## src/rtl/quad_decoder.sv

```systemverilog
// quad_decoder: quadrature encoder front end for motor feedback.
// Synchronises and glitch-filters A/B/index, decodes 4x into a wrapping
// WIDTH-bit position counter, with index zeroing, preload and
// illegal-transition detection.
// Optional velocity measurement is built when QUAD_VELOCITY_EN is defined;
// otherwise vel/vel_valid are tied to 0.
// Ports:
//   clk, resetn          clock, async active-low reset
//   quadA, quadB, index  asynchronous encoder pins
//   index_en             allow filtered index rising edge to zero count
//   load, load_val       synchronous preload of count (highest priority)
//   err_clr              clears sticky err (a new illegal event wins)
//   count, dir, step     position, last direction (1=up), step pulse
//   err, index_seen      sticky illegal flag, sticky index-zeroed flag
//   vel, vel_valid       signed steps per window, update pulse
module quad_decoder #(
  parameter int unsigned WIDTH       = 16,
  parameter int unsigned SYNC_STAGES = 2,
  parameter int unsigned FILTER_LEN  = 4,
  parameter int unsigned VEL_PERIOD  = 1000,
  parameter int unsigned VEL_WIDTH   = 12
) (
  input  logic                 clk,
  input  logic                 resetn,
  input  logic                 quadA,
  input  logic                 quadB,
  input  logic                 index,
  input  logic                 index_en,
  input  logic                 load,
  input  logic [WIDTH-1:0]     load_val,
  input  logic                 err_clr,
  output logic [WIDTH-1:0]     count,
  output logic                 dir,
  output logic                 step,
  output logic                 err,
  output logic                 index_seen,
  output logic [VEL_WIDTH-1:0] vel,
  output logic                 vel_valid
);

  // Channel order inside all per-channel vectors: [0]=A, [1]=B, [2]=index.
  localparam int unsigned NCH   = 3;
  localparam int unsigned RUN_W = (FILTER_LEN > 1) ? $clog2(FILTER_LEN) : 1;

  // Elaboration-time parameter sanity check.
  if (WIDTH < 2 || SYNC_STAGES < 2 || FILTER_LEN < 1 ||
      VEL_PERIOD < 2 || VEL_WIDTH < 2) begin : g_param_check
    $error("quad_decoder: illegal parameter value");
  end

  logic [NCH-1:0]             pins;
  logic [SYNC_STAGES*NCH-1:0] sync_q, sync_d;
  logic [NCH-1:0]             sync_out;
  logic [NCH-1:0]             filt_q, filt_d;
  logic [NCH-1:0][RUN_W-1:0]  run_q, run_d;
  logic [NCH-1:0]             cur_q, cur_d;
  logic [NCH-1:0]             prev_q, prev_d;
  logic [WIDTH-1:0]           count_q, count_d;
  logic                       dir_q, dir_d;
  logic                       step_q, step_d;
  logic                       err_q, err_d;
  logic                       seen_q, seen_d;
  logic                       a_chg, b_chg, step_c, illegal_c, up_c, idx_rise_c;

  assign pins     = {index, quadB, quadA};
  assign sync_out = sync_q[SYNC_STAGES*NCH-1 -: NCH];

  // Synchroniser shift and per-channel run-length filter.
  always_comb begin
    sync_d = {sync_q[(SYNC_STAGES-1)*NCH-1:0], pins};
    filt_d = filt_q;
    run_d  = '0;
    for (int i = 0; i < NCH; i++) begin
      if (sync_out[i] != filt_q[i]) begin
        if (run_q[i] == RUN_W'(FILTER_LEN - 1)) filt_d[i] = sync_out[i];
        else                                    run_d[i]  = run_q[i] + RUN_W'(1);
      end
    end
  end

  // Decode stage compares the registered filtered level with its previous value.
  assign a_chg      = cur_q[0] ^ prev_q[0];
  assign b_chg      = cur_q[1] ^ prev_q[1];
  assign step_c     = a_chg ^ b_chg;
  assign illegal_c  = a_chg & b_chg;
  assign up_c       = cur_q[0] ^ prev_q[1];
  assign idx_rise_c = cur_q[2] & ~prev_q[2];

  // Position, direction, error and index bookkeeping.
  always_comb begin
    cur_d   = filt_q;
    prev_d  = cur_q;
    count_d = count_q;
    dir_d   = dir_q;
    step_d  = step_c;
    err_d   = err_q;
    seen_d  = seen_q;
    if (step_c) dir_d = up_c;
    if (illegal_c)    err_d = 1'b1;
    else if (err_clr) err_d = 1'b0;
    if (load) begin
      count_d = load_val;
      seen_d  = 1'b0;
    end else if (idx_rise_c && index_en) begin
      count_d = '0;
      seen_d  = 1'b1;
    end else if (step_c) begin
      count_d = up_c ? count_q + WIDTH'(1) : count_q - WIDTH'(1);
    end
  end

  always_ff @(posedge clk or negedge resetn) begin
    if (!resetn) begin
      sync_q  <= '0;
      filt_q  <= '0;
      run_q   <= '0;
      cur_q   <= '0;
      prev_q  <= '0;
      count_q <= '0;
      dir_q   <= 1'b0;
      step_q  <= 1'b0;
      err_q   <= 1'b0;
      seen_q  <= 1'b0;
    end else begin
      sync_q  <= sync_d;
      filt_q  <= filt_d;
      run_q   <= run_d;
      cur_q   <= cur_d;
      prev_q  <= prev_d;
      count_q <= count_d;
      dir_q   <= dir_d;
      step_q  <= step_d;
      err_q   <= err_d;
      seen_q  <= seen_d;
    end
  end

  assign count      = count_q;
  assign dir        = dir_q;
  assign step       = step_q;
  assign err        = err_q;
  assign index_seen = seen_q;

`ifdef QUAD_VELOCITY_EN
  localparam int unsigned WIN_W = $clog2(VEL_PERIOD);
  localparam logic [VEL_WIDTH-1:0] VEL_MAX = {1'b0, {(VEL_WIDTH-1){1'b1}}};
  localparam logic [VEL_WIDTH-1:0] VEL_MIN = {1'b1, {(VEL_WIDTH-1){1'b0}}};

  logic [WIN_W-1:0]     win_q, win_d;
  logic [VEL_WIDTH-1:0] acc_q, acc_d, acc_step;
  logic [VEL_WIDTH-1:0] vel_q, vel_d;
  logic                 vv_q, vv_d;
  logic                 win_end;

  // Saturating signed step accumulator over a free-running window.
  always_comb begin
    acc_step = acc_q;
    if (step_c) begin
      if (up_c) begin
        if (acc_q != VEL_MAX) acc_step = acc_q + VEL_WIDTH'(1);
      end else begin
        if (acc_q != VEL_MIN) acc_step = acc_q - VEL_WIDTH'(1);
      end
    end
    win_end = (win_q == WIN_W'(VEL_PERIOD - 1));
    win_d   = win_end ? '0 : win_q + WIN_W'(1);
    acc_d   = acc_step;
    vel_d   = vel_q;
    vv_d    = 1'b0;
    if (win_end) begin
      vel_d = acc_step;
      vv_d  = 1'b1;
      acc_d = '0;
    end
  end

  always_ff @(posedge clk or negedge resetn) begin
    if (!resetn) begin
      win_q <= '0;
      acc_q <= '0;
      vel_q <= '0;
      vv_q  <= 1'b0;
    end else begin
      win_q <= win_d;
      acc_q <= acc_d;
      vel_q <= vel_d;
      vv_q  <= vv_d;
    end
  end

  assign vel       = vel_q;
  assign vel_valid = vv_q;
`else
  assign vel       = '0;
  assign vel_valid = 1'b0;
`endif

endmodule

```

## config.mk

```make
export PLATFORM = sky130hd
export DESIGN_NAME = quad_decoder
export DESIGN_NICKNAME = d
export VERILOG_FILES = /design/src/rtl/quad_decoder.sv
export SDC_FILE = /design/constraint.sdc
export NUM_CORES = 1
export LEC_CHECK = 0
export CAP_MARGIN = 20
export CORE_MARGIN = 4
export CORE_UTILIZATION = 45
export DETAILED_ROUTE_END_ITERATION = 16
export HOLD_SLACK_MARGIN = 0.06
export PLACE_DENSITY = 0.76
export SYNTH_ARGS = -nofsm -noshare
export SYNTH_HDL_FRONTEND = slang
export SYNTH_SLANG_ARGS = --single-unit
```

## constraint.sdc

```tcl
create_clock -name clk -period 3.32 [get_ports clk]
set_clock_uncertainty 0.1 [all_clocks]
set_input_delay 0.498 -clock clk [delete_from_list [all_inputs] [get_ports clk]]
set_output_delay 0.498 -clock clk [all_outputs]
set_load 0.02 [all_outputs]
```

## After elaboration in Yosys (flattened, before gate mapping)

Cells that the tools add are included.
Widths: inputs -> output; s select.

| word-level totals | value |
|---|---|
| word-level logic and storage cells | 53 |
| input bits | 24 |
| register bits | 41 |

| operators by class | value |
|---|---|
| add/sub/neg operators | 5 |
| bitwise operators | 7 |
| reduce and logical (&&, ||, !) cells | 7 |
| multiplexer cells | 14 |
| eq/ne operators | 6 |

Operators by type and width:

| operator | count |
|---|---|
| $mux 16 | 4 |
| $add 16x1->16 const B | 1 |
| $sub 16x1->16 const B | 1 |
| $mux 2 | 6 |
| $add 2x1->2 const B | 3 |
| $eq 2x2->1 const B | 3 |
| $reduce_and 2->1 | 3 |
| $mux 1 | 4 |
| $reduce_bool 2->1 | 2 |
| $xor 1x1->1 | 4 |
| $ne 1x1->1 | 3 |
| $reduce_bool 3->1 | 1 |
| $and 1x1->1 | 2 |
| $logic_and 1x1->1 | 1 |
| $not 1->1 | 1 |

## Logic depth before layout (Yosys ltp)

Gate-level depths: netlist (run 1).

| logic depth | value |
|---|---|
| depth after elaboration | 5 |
| mapped depth | 11 |

## Least setup slack after synthesis (run 1)

OpenSTA, ideal clock, no wires.

| timing path | value |
|---|---|
| path kind | register -> register |
| start point | register cur_q[0] |
| end point | register count_q[12], in the netlist count[12] |
| path buffers | 2 |
| required time | 3.124 ns |
| arrival time | 2.713 ns |
| cell stages (with the launch flop) | 12 |
| library setup time | 0.096 ns |
| clock period less this slack | 2.909 ns |
| slack | 0.411 ns |
| cells stage by stage | dfrtp_1 > xor2_1 > buf_2 > buf_2 > xnor2_1 > ha_1 > or3_1 > a21oi_1 > and4b_1 > o21ai_0 > xor2_1 > o31ai_1 |

| on the way | value |
|---|---|
| word-level cells in the longest chain between the ends | 5 |

Ends and longest elaborated chain:

| element | RTL line | text |
|---|---|---|
| start: declaration | 56 | `logic [NCH-1:0] cur_q, cur_d;` |
| start signal: assignment | 128 | `cur_q <= cur_d;` |
| $xor 1x1->1 | 86 | `assign up_c = cur_q[0] ^ prev_q[1];` |
| $mux 16 | 108 | `count_d = up_c ? count_q + WIDTH'(1) : count_q - WIDTH'(1);` |
| $mux 16 | 107 | `end else if (step_c) begin` |
| $mux 16 | 104 | `end else if (idx_rise_c && index_en) begin` |
| $mux 16 | 101 | `if (load) begin` |
| end signal: assignment | 130 | `count_q <= count_d;` |
| end: declaration | 58 | `logic [WIDTH-1:0] count_q, count_d;` |

Several ways; a longest one is shown, not always the timed one. The select of a mux whose other input is x is not followed.
A chain may end at the register's enable or synchronous reset.

## Worst setup path in the final report (run 1)

Ends and elaborated chain as after synthesis.

==> flow_metrics.tcl, run 1 <==
set metrics [dict create \
    drtPass1Iterations 5 \
    drc_errors 0 \
    drt_iter0_drc 229 \
    period_share_pct 83.5 \
    hold_ws_ns 0.220 \
    ant_nets 0 \
    synthFlopType "dfrtp_1" \
    max-slew-margin-rel_pct 38.9 \
    cp-end-kind "flop" \
    slew_viol_final 0 \
    drv_cap 0 \
    synthMuxAreaShare_pct 4.23 \
    synth.top_cell.area_share_pct 41.8 \
    drive_above_1_share_pct 7.19 \
    n_fill_cell 485 \
    crit_slowest_cell "a21oi_1" \
    dpl.hpwl_mm 4.21 \
    port_buffers 43 \
    yosysWarnings 0 \
    synth-seq-cells 41 \
    post_cts.repair.setup_buffers 0 \
    wirelength_mm 5.91 \
    timing.final.hold_violations 0 \
    grt_max_degree 42 \
    met2_usage_pct 28.8 \
    final_nets 335 \
    synth_fa_ha_area_share_pct 3.06 \
    power.total_mw 3.26 \
    critPathTopFamily "compound AO/OA/AOI/OAI gates" \
    use_met3_pct 4.93 \
    synth_compound_area_share_pct 14.6 \
    path_max_fanout 6 \
    ir_drop_mv 0.664 \
    antenna_found_initial 0 \
    grt_most_used_layer "met2" \
    die_w_um 81.8 \
    p_leak_nw 1.22 \
    cts_num_sinks 41 \
    synth_top_area_cell "dfrtp_1" \
    crit_top_cell "xor2_1" \
    register_area_mm2 0.00103 \
    synth-simple-area-share_pct 22.0 \
    synthXorXnorAreaFrac_pct 5.71 \
    status "finished, final reports clean" \
    crit_type "flop to flop" \
    syn-cell-area_mm2 0.00245 \
    syn_to_final_growth_pct 20.6 \
    tightest_slew_ns 0.916 \
    syn_area_per_cell_um2 9.09 \
    gp_congestion 0.945 \
    critPathBufInv 0 \
    pre_cts_ws_ns 0.587 \
    vias_per_cell 5.67 \
    synth.area.top_cells "dfrtp_1 (42%), nand2_1 (4.4%), buf_4 (4.0%)" \
    hold_class "input port to async pin" \
    antennaDiodeCount 0 \
    cts_tree "built" \
    ctsHoldBuffers 0 \
    yosysMostFrequentCell "dfrtp_1" \
    ys_seq_area_share_pct 41.8 \
    grt_first_pass_wirelength_mm 9.75 \
    cts_resized 0 \
    synth_top_cells_by_count "dfrtp_1 (41), nand2_1 (29), a21oi_1 (16), o21ai_0 (16), nor2_1 (15)" \
    fmax_mhz 361 \
    tns_ns 0 \
    vias 2132 \
    grt_pass1_vias 1970 \
    wl_per_cell_um 15.7 \
    path_cells "xor2_1 > xnor2_1 > ha_1 > or3_1 > a21oi_1 > and4b_1 > o21ai_0 > xor2_1 > o31ai_1" \
    clock_latency_ns 0.30 \
    period_minus_slack_ns 2.77 \
    grt_use_total_pct 19.1 \
    coreArea_mm2 0.00520 \
    grtUsageMet1_pct 26.5 \
    synth_top_family_by_area "simple AND/OR/NAND/NOR gates" \
    rsz0062_at_grt "no" \
    cp_slowest_stage_delay_ns 0.43 \
    cts_buffers 5 \
    dieHeight_um 81.8 \
    start_util_pct 47.1 \
    setup_viol 0 \
    finalWorstSetupSlack_ns 0.549 \
    async_flop_share_pct 100 \
    critPathArrivalTime_ns 2.88 \
    synthCells 270 \
    ios 57 \
    critPathLaunchType "flop" \
    rows 26 \
    multi_input_area_mm2 0.00127 \
    synth_cell_types 51 \
    clockBufferDepth 2 \
    path_clk_slew_ns 0.09 \
    cts-root-buf "clkbuf_8" \
    dieArea_mm2 0.00670 \
    htreeDepth 2 \
    grt_overflow 0 \
    synth_edf_count 0 \
    powerDensity_mw_per_mm2 1100 \
    crit_required_ns 3.43 \
]
[worst reg2reg max path, stage by stage, from the launching register on]
cell,delay (ns)
dfrtp_1,0.42
xor2_1,0.26
xnor2_1,0.11
ha_1,0.25
or3_1,0.39
a21oi_1,0.43
and4b_1,0.26
o21ai_0,0.09
xor2_1,0.18
o31ai_1,0.20
[kinds of logic (layout without fill, tap and decap cells)]
group / after synthesis / after routing
XOR/XNOR: 16 / 16
adder cells (fa/ha/maj): 6 / 6
buffers and inverters: 38 / 62
multiplexers: 10 / 10
other: 1 / 13
flip-flops: 41 / 41
AO/OA/AOI/OAI: 57 / 57
AND/OR/NAND/NOR: 101 / 101
[flip-flops by register name (all words and copies together), names as in the netlist]
| signal | cells |
|---|---|
| run_q | 6 |
| step | 1 |
| count | 16 |
| prev_q | 3 |
| sync_q | 6 |
| err | 1 |
| cur_q | 3 |
| dir | 1 |
| cur_d | 3 |
| index_seen | 1 |
[report_power, final]
part           total, mW  internal (mW)  switching, mW  leakage (nW)
Clock              0.348          0.152          0.196        0.0447
Combinational       1.98          0.821           1.16         0.676
Sequential         0.936          0.688          0.248         0.501
Total               3.26           1.66           1.60          1.22
[path summary, 6_finish.rpt]
check                      slack, ns                 from  cells past startpoint               endpoint
setup reg to reg                0.55   cur_q[0]$_DFF_PN0_                      9  count[12]$_DFFE_PN0P_
setup / recovery                0.55   cur_q[0]$_DFF_PN0_                      9  count[12]$_DFFE_PN0P_
hold / removal                  0.22               resetn                      1   count[4]$_DFFE_PN0P_
min in group clk                0.26  sync_q[2]$_DFF_PN0_                      0    sync_q[5]$_DFF_PN0_
hold reg to reg                 0.26  sync_q[2]$_DFF_PN0_                      0    sync_q[5]$_DFF_PN0_
max in group asynchronous       2.32               resetn                      1   count[3]$_DFFE_PN0P_
[routing by layer]
| layer | wire length (um) | up-vias |
|---|---|---|
| met5 | 0 | - |
| met4 | 114 | 0 |
| met3 | 506 | 11 |
| met2 | 2600 | 108 |
| met1 | 2680 | 991 |
| li1 | - | 1022 |
[metrics by stage]
step / cells / area, um^2 / util, %
6_report: 376 / 2960 / 56.9
3_5_place_dp: 368 / 2870 / 55.0
4_1_cts: 376 / 2960 / 56.9
2_1_floorplan: 282 / 2500 / -
3_3_place_gp: 368 / 2870 / 55.0
5_1_grt: 376 / 2960 / 56.9
[cell type report]
type                       count  share of cell area (%)
tap                           70                    2.96
multi-input combinational    203                    42.8
sequential                    41                    34.7
clock buffer                   5                    2.33
clock inverter                 3                   0.846
timing repair buffer          48                    15.6
inverter                       6                   0.761
[layout by cell type, fill, tap and decap left out, types with 2 or more instances in the layout]
cell type,netlist,final
dfrtp_1,41,41
nand4_1,10,10
nor2b_1,6,6
o21ai_0,16,16
nor2_1,15,15
ha_1,6,6
mux2i_1,7,7
xor2_1,5,5
and3_1,2,2
a21o_1,2,2
and2_1,2,2
clkdlybuf4s50_1,0,42
or3_1,4,4
xnor2_1,11,11
o31ai_1,9,9
nor4_1,7,7
o22ai_1,2,2
a21oi_1,16,16
inv_1,5,5
nor3_1,7,7
nand3_1,4,4
mux2_2,3,3
a31oi_1,3,3
nand2_1,29,29
and4_1,2,2
or4_1,3,3
conb_1,1,13
clkbuf_8,0,5
buf_4,13,5
Power figures use the tool's default switching activity.
==> run 2: changes to the inputs <==
PLACE_DENSITY = 0.79   (was 0.76)
clock period = 2.25 ns   (was 3.32 ns; I/O delays follow)
==> run 2 against run 1 <==
Compared with the run above: the flow now finishes with violations (negative setup slack); clock power up 55%; global-route usage up 2.1 points; non-clock buffer count rose by 43; final cell count grew 11%; cell area increased by 17%; flip-flop and latch count unchanged; core utilization grew 9.4 points; worst setup slack got worse by 0.69 ns; first-iteration DRC count down 30%; combinational power is 120% higher; critical path depth increased by 2; register-to-register slack got worse by 0.69 ns.
==> flow_metrics.tcl, run 2 (synthesized netlist as in run 1, its figures left out) <==
set metrics [dict create \
    status "finished, violations left" \
    failed_checks "negative setup slack" \
    reg2reg_depth 11 \
    crit_type "flop to flop" \
    final_nets 378 \
    cts-root-buf "clkbuf_8" \
    grt_overflow 0 \
    antennaDiodeCount 0 \
    switching_share_pct 46.1 \
    rr_startpoint "prev_q[1]$_DFF_PN0_" \
    path_clk_slew_ns 0.10 \
    timing.final.hold_violations 0 \
    start_util_pct 47.1 \
    cts_tree "built" \
    switchingPower_mw 2.88 \
    drt_iter0_drc 160 \
    drv_cap 0 \
    dpl.hpwl_mm 5.04 \
    port_buffers 43 \
    vias 2307 \
    htreeDepth 2 \
    clkPwrFrac_pct 8.6 \
    ant_nets 0 \
    finalWorstSetupSlack_ns -0.137 \
    ir_drop_mv 1.07 \
    r2r-end "count[8]$_DFFE_PN0P_" \
    p_leak_nw 1.47 \
    wl_per_cell_um 16.7 \
    coreArea_mm2 0.00520 \
    syn_to_final_growth_pct 40.6 \
    drive_above_1_share_pct 23.2 \
    grt_first_pass_wirelength_mm 10.9 \
    path_max_fanout 5 \
    period_share_pct 106 \
    cts_buffers 5 \
    grt_use_total_pct 21.3 \
    dieArea_mm2 0.00670 \
    crit_required_ns 2.34 \
    combPwrFrac_pct 71.0 \
    final_cell_mix "clkdlybuf4s50_1 (42), dfrtp_1 (41), buf_4 (40)" \
    die_w_um 81.8 \
    dieHeight_um 81.8 \
    rsz0062_at_grt "yes" \
    whs_path_depth 0 \
    slew_viol_final 0 \
    cts_num_sinks 41 \
    clockBufferDepth 2 \
    layout_commonest_cell "clkdlybuf4s50_1" \
    drtPass1Iterations 4 \
    critPathArrivalTime_ns 2.48 \
    n_fill_cell 441 \
    gp_congestion 0.924 \
    pre_cts_ws_ns -0.102 \
    drc_errors 0 \
    critPathLaunchType "flop" \
    fmax_mhz 419 \
    antenna_found_initial 0 \
    min_from "sync_q[2]$_DFF_PN0_" \
    rows 26 \
    hold_class "flop to flop" \
    ios 57 \
    reg2reg_slack_ns -0.14 \
    setup_viol 5 \
    grt_pass1_vias 2187 \
    wirelength_mm 6.98 \
    p_seq_share_pct 20.3 \
    powerDensity_mw_per_mm2 1810 \
    clock_latency_ns 0.30 \
    vias_per_cell 5.51 \
    holdPathEnd "sync_q[5]$_DFF_PN0_" \
    cp-end-kind "flop" \
    grt_max_degree 23 \
    power.internal_mw 3.37 \
    power.total_mw 6.25 \
    period_minus_slack_ns 2.39 \
    largest_reg_flops 16 \
]
==> run 2: cell count changes in the layout (fill, tap and decap cells not counted), sizes merged <==
cell / change
buf: +42
inv: +2
clkinv: -1
clkinvlp: -1
dlygate4sd3: +1
==> run 2: layout make-up <==
| class | count | area [um^2] | share of cell area, % |
|---|---|---|---|
| Clock buffer | 5 | 68.8 | 1.99 |
| Clock inverter | 3 | 28.8 | 0.834 |
| Inverter | 6 | 25.0 | 0.725 |
| Multi-Input combinational cell | 203 | 1390 | 40.2 |
| Sequential cell | 41 | 1030 | 29.7 |
| Tap cell | 70 | 87.6 | 2.54 |
| Timing Repair Buffer | 91 | 827 | 24.0 |
==> run 2: repair_timing <==
| item | in CTS | in global routing |
|---|---|---|
| pin swaps | 4 | 12 |
| hold buffers | 1 | 0 |
| setup endpoints to repair | 4 | 10 |
| hold endpoints to repair | 20 | 0 |
| resized for setup | 3 | 28 |
| setup buffers | 7 | 5 |
==> run 2: power groups by stage <==
stage | clock network, mW | logic (mW) | registers [mW]
floorplan | 0 | 2.14 | 1.40
global placement | 0 | 3.65 | 1.27
detailed placement | 0 | 3.69 | 1.28
CTS | 0.557 | 3.96 | 1.27
global route | 0.589 | 4.77 | 1.31
finish | 0.540 | 4.44 | 1.27
==> run 2: worst max-delay path, stage by stage, from the launching register on <==
cell	delay, ns
dfrtp_1	0.42
xor2_2	0.21
xnor2_2	0.14
ha_2	0.19
or3_4	0.36
a21oi_4	0.22
buf_4	0.14
buf_6	0.08
nand4_1	0.10
o31ai_2	0.09
xnor2_1	0.15
o21ai_0	0.09
==> run 2: worst max path at each step <==
| stage | endpoint | cells past startpoint | slack [ns] | startpoint |
|---|---|---|---|---|
| detailed placement | count[14]$_DFFE_PN0P_ | 9 | -0.10 | prev_q[1]$_DFF_PN0_ |
| global placement | count[14]$_DFFE_PN0P_ | 9 | -0.06 | prev_q[1]$_DFF_PN0_ |
| CTS | count[14]$_DFFE_PN0P_ | 9 | -0.09 | prev_q[1]$_DFF_PN0_ |
| global route | count[14]$_DFFE_PN0P_ | 9 | -0.27 | prev_q[1]$_DFF_PN0_ |
| finish | count[8]$_DFFE_PN0P_ | 11 | -0.14 | prev_q[1]$_DFF_PN0_ |
| floorplan | count[14]$_DFFE_PN0P_ | 11 | -0.28 | prev_q[1]$_DFF_PN0_ |
==> run 2: layer usage <==
layer	global-route usage (%)	vias to the layer above	share of wire [%]
li1	-	1100	-
met5	0	-	0
met2	35.5	87	50
met4	6.48	0	1.9
met1	28.0	1109	42
met3	3.62	11	6.1
==> run 2: per-stage QoR <==
stage	hold slack (ns)	instances	area (um^2)	TNS (ns)	utilization (%)
6_report	0.259	419	3450	-0.332	66.3
4_1_cts	0.266	415	3310	-0.239	63.6
2_1_floorplan	-0.0581	282	2540	-0.893	-
5_1_grt	0.285	419	3450	-1.33	66.3
3_3_place_gp	0.211	399	3140	-0.0678	60.4
3_5_place_dp	0.215	399	3140	-0.236	60.4
==> run 3: changes to the inputs <==
PLACE_DENSITY = default   (was 0.79)
PLACE_DENSITY_LB_ADDON = 0.12   (was default)
==> run 3 against run 2 <==
Compared with the run above: the run still ends with negative setup slack left; non-clock buffer count down 13; routed wire length down 6.4%; via count down 3.5%; power down 5.7%; hold slack worse by 0.0056 ns; flip-flop and latch count unchanged; worst setup slack better by 0.090 ns; die area unchanged; core utilization down 2.2 points; final cell count down 3.1%; sequential share of layout area up 1.0 points; count of clock-buffer cells in the layout up 1; critical path type unchanged.
==> flow_metrics.tcl, run 3 (synthesized netlist as in run 1, its figures left out) <==
set metrics [dict create \
    drc_errors 0 \
    ios 57 \
    period_minus_slack_ns 2.30 \
    ir_drop_mv 0.993 \
    reg2reg_depth 9 \
    placed_cells 392 \
    register_area_mm2 0.00103 \
    rows 26 \
    timing.final.hold_violations 0 \
    finalWorstSetupSlack_ns -0.0472 \
    vias 2226 \
    power.total_mw 5.89 \
    final_cell_mix "clkdlybuf4s50_1 (42), dfrtp_1 (41), buf_4 (30)" \
    syn_to_final_growth_pct 36.1 \
    wirelength_mm 6.53 \
    multi_input_area_mm2 0.00137 \
    whs_path_depth 0 \
    clock_latency_ns 0.30 \
    hold_class "flop to flop" \
    cts_num_sinks 41 \
    tightest_slew_ns 0.520 \
    drt_iter0_drc 232 \
    critPathArrivalTime_ns 2.41 \
    dpl.hpwl_mm 4.54 \
    status "finished, violations left" \
    final_cells 406 \
    grt_max_degree 42 \
    powerDensity_mw_per_mm2 1770 \
    critPathTopFamily "simple AND/OR/NAND/NOR gates" \
    clockBufferDepth 2 \
    n_fill_cell 460 \
    slew_viol_final 0 \
    cp_slowest_stage_delay_ns 0.41 \
    path_cells "xor2_2 > xnor2_2 > ha_2 > or3_4 > a21oi_4 > and4b_1 > o21ai_2 > xor2_1 > o31ai_1" \
    min_from "sync_q[1]$_DFF_PN0_" \
    critPathBufInv 0 \
    cts-root-buf "clkbuf_8" \
    reg2reg_slack_ns -0.05 \
    fin_util_pct 64.1 \
    period_share_pct 102 \
    drtPass1Iterations 4 \
    r2r-end "count[12]$_DFFE_PN0P_" \
    failed_checks "negative setup slack" \
    htreeDepth 2 \
    grt_use_total_pct 20.2 \
    final_nets 365 \
    grt_pass1_vias 2118 \
    max-slew-margin-rel_pct 65.3 \
    cp-end-kind "flop" \
    crit_required_ns 2.36 \
    drv_cap 0 \
    coreArea_mm2 0.00520 \
    largest_reg_flops 16 \
    vias_per_cell 5.48 \
    port_buffers 43 \
    start_util_pct 47.1 \
    crit_type "flop to flop" \
    gp_congestion 0.910 \
    holdPathEnd "sync_q[4]$_DFF_PN0_" \
    wl_per_cell_um 16.1 \
    dieArea_mm2 0.00670 \
    antenna_found_initial 0 \
    hold_ws_ns 0.254 \
    crit_slowest_cell "dfrtp_1" \
    p_leak_nw 1.40 \
    antennaDiodeCount 0 \
    drive_above_1_share_pct 20.8 \
    tns_ns -0.0784 \
    fmax_mhz 435 \
    grt_first_pass_wirelength_mm 10.3 \
    dieHeight_um 81.8 \
    rsz0062_at_grt "yes" \
    ant_nets 0 \
    rr_startpoint "cur_q[0]$_DFF_PN0_" \
    cts_buffers 5 \
    cts_tree "built" \
    path_max_fanout 4 \
    layout_commonest_cell "clkdlybuf4s50_1" \
    path_clk_slew_ns 0.08 \
    grt_overflow 0 \
    setup_viol 4 \
    die_w_um 81.8 \
    critPathLaunchType "flop" \
]
run 3: cell count changes in the layout (fill, tap and decap cells not counted), moves of 2 or more:
cell / delta
buf_4: -10
buf_6: -2
inv_6: -2
mux2i_2: +2
nor3_2: +2
o31ai_2: +2
run 3: area by class of cell:
class / instances / area share [%]
multi-input combinational: 203 / 41.2
sequential: 41 / 30.7
timing repair buffer: 78 / 21.4
tap: 70 / 2.62
clock buffer: 6 / 2.17
clock inverter: 2 / 1.16
inverter: 6 / 0.750
run 3: repair_timing:
item / CTS / global route
setup buffers: 5 / 0
pin swaps: 2 / 4
hold buffers: 1 / 0
hold endpoints to repair: 41 / 0
resized for setup: 5 / 19
endpoints found under the setup margin: 5 / 11
run 3: stage by stage:
stage,worst slack [ns],area (um^2)
after global routing,-0.186,3340
after floorplan,-0.276,2540
final,-0.0472,3340
after detailed placement,-0.0873,3090
after CTS,-0.0393,3270
after global placement,-0.0406,3090
run 3: worst max-delay path by stage:
stage	startpoint	to	depth (start not counted)
after detailed placement	prev_q[1]$_DFF_PN0_	count[14]$_DFFE_PN0P_	9
after floorplan	prev_q[1]$_DFF_PN0_	count[14]$_DFFE_PN0P_	11
after global placement	prev_q[1]$_DFF_PN0_	count[12]$_DFFE_PN0P_	9
final	cur_q[0]$_DFF_PN0_	count[12]$_DFFE_PN0P_	9
after global routing	cur_q[0]$_DFF_PN0_	count[14]$_DFFE_PN0P_	9
after CTS	cur_q[0]$_DFF_PN0_	count[14]$_DFFE_PN0P_	9
run 3: routing by layer:
layer / up-vias / routed length, um / global-route usage (%)
met3: 6 / 469 / 3.51
met4: 0 / 50 / 5.15
li1: 1074 / - / -
met5: - / 0 / 0
met2: 79 / 2880 / 31.2
met1: 1067 / 3130 / 29.3
run 3: power breakdown:
group | leakage [nW] | switching [mW] | internal, mW
sequential | 0.501 | 0.261 | 1.02
combinational | 0.847 | 2.18 | 1.83
clock | 0.0554 | 0.279 | 0.333
total | 1.40 | 2.72 | 3.18
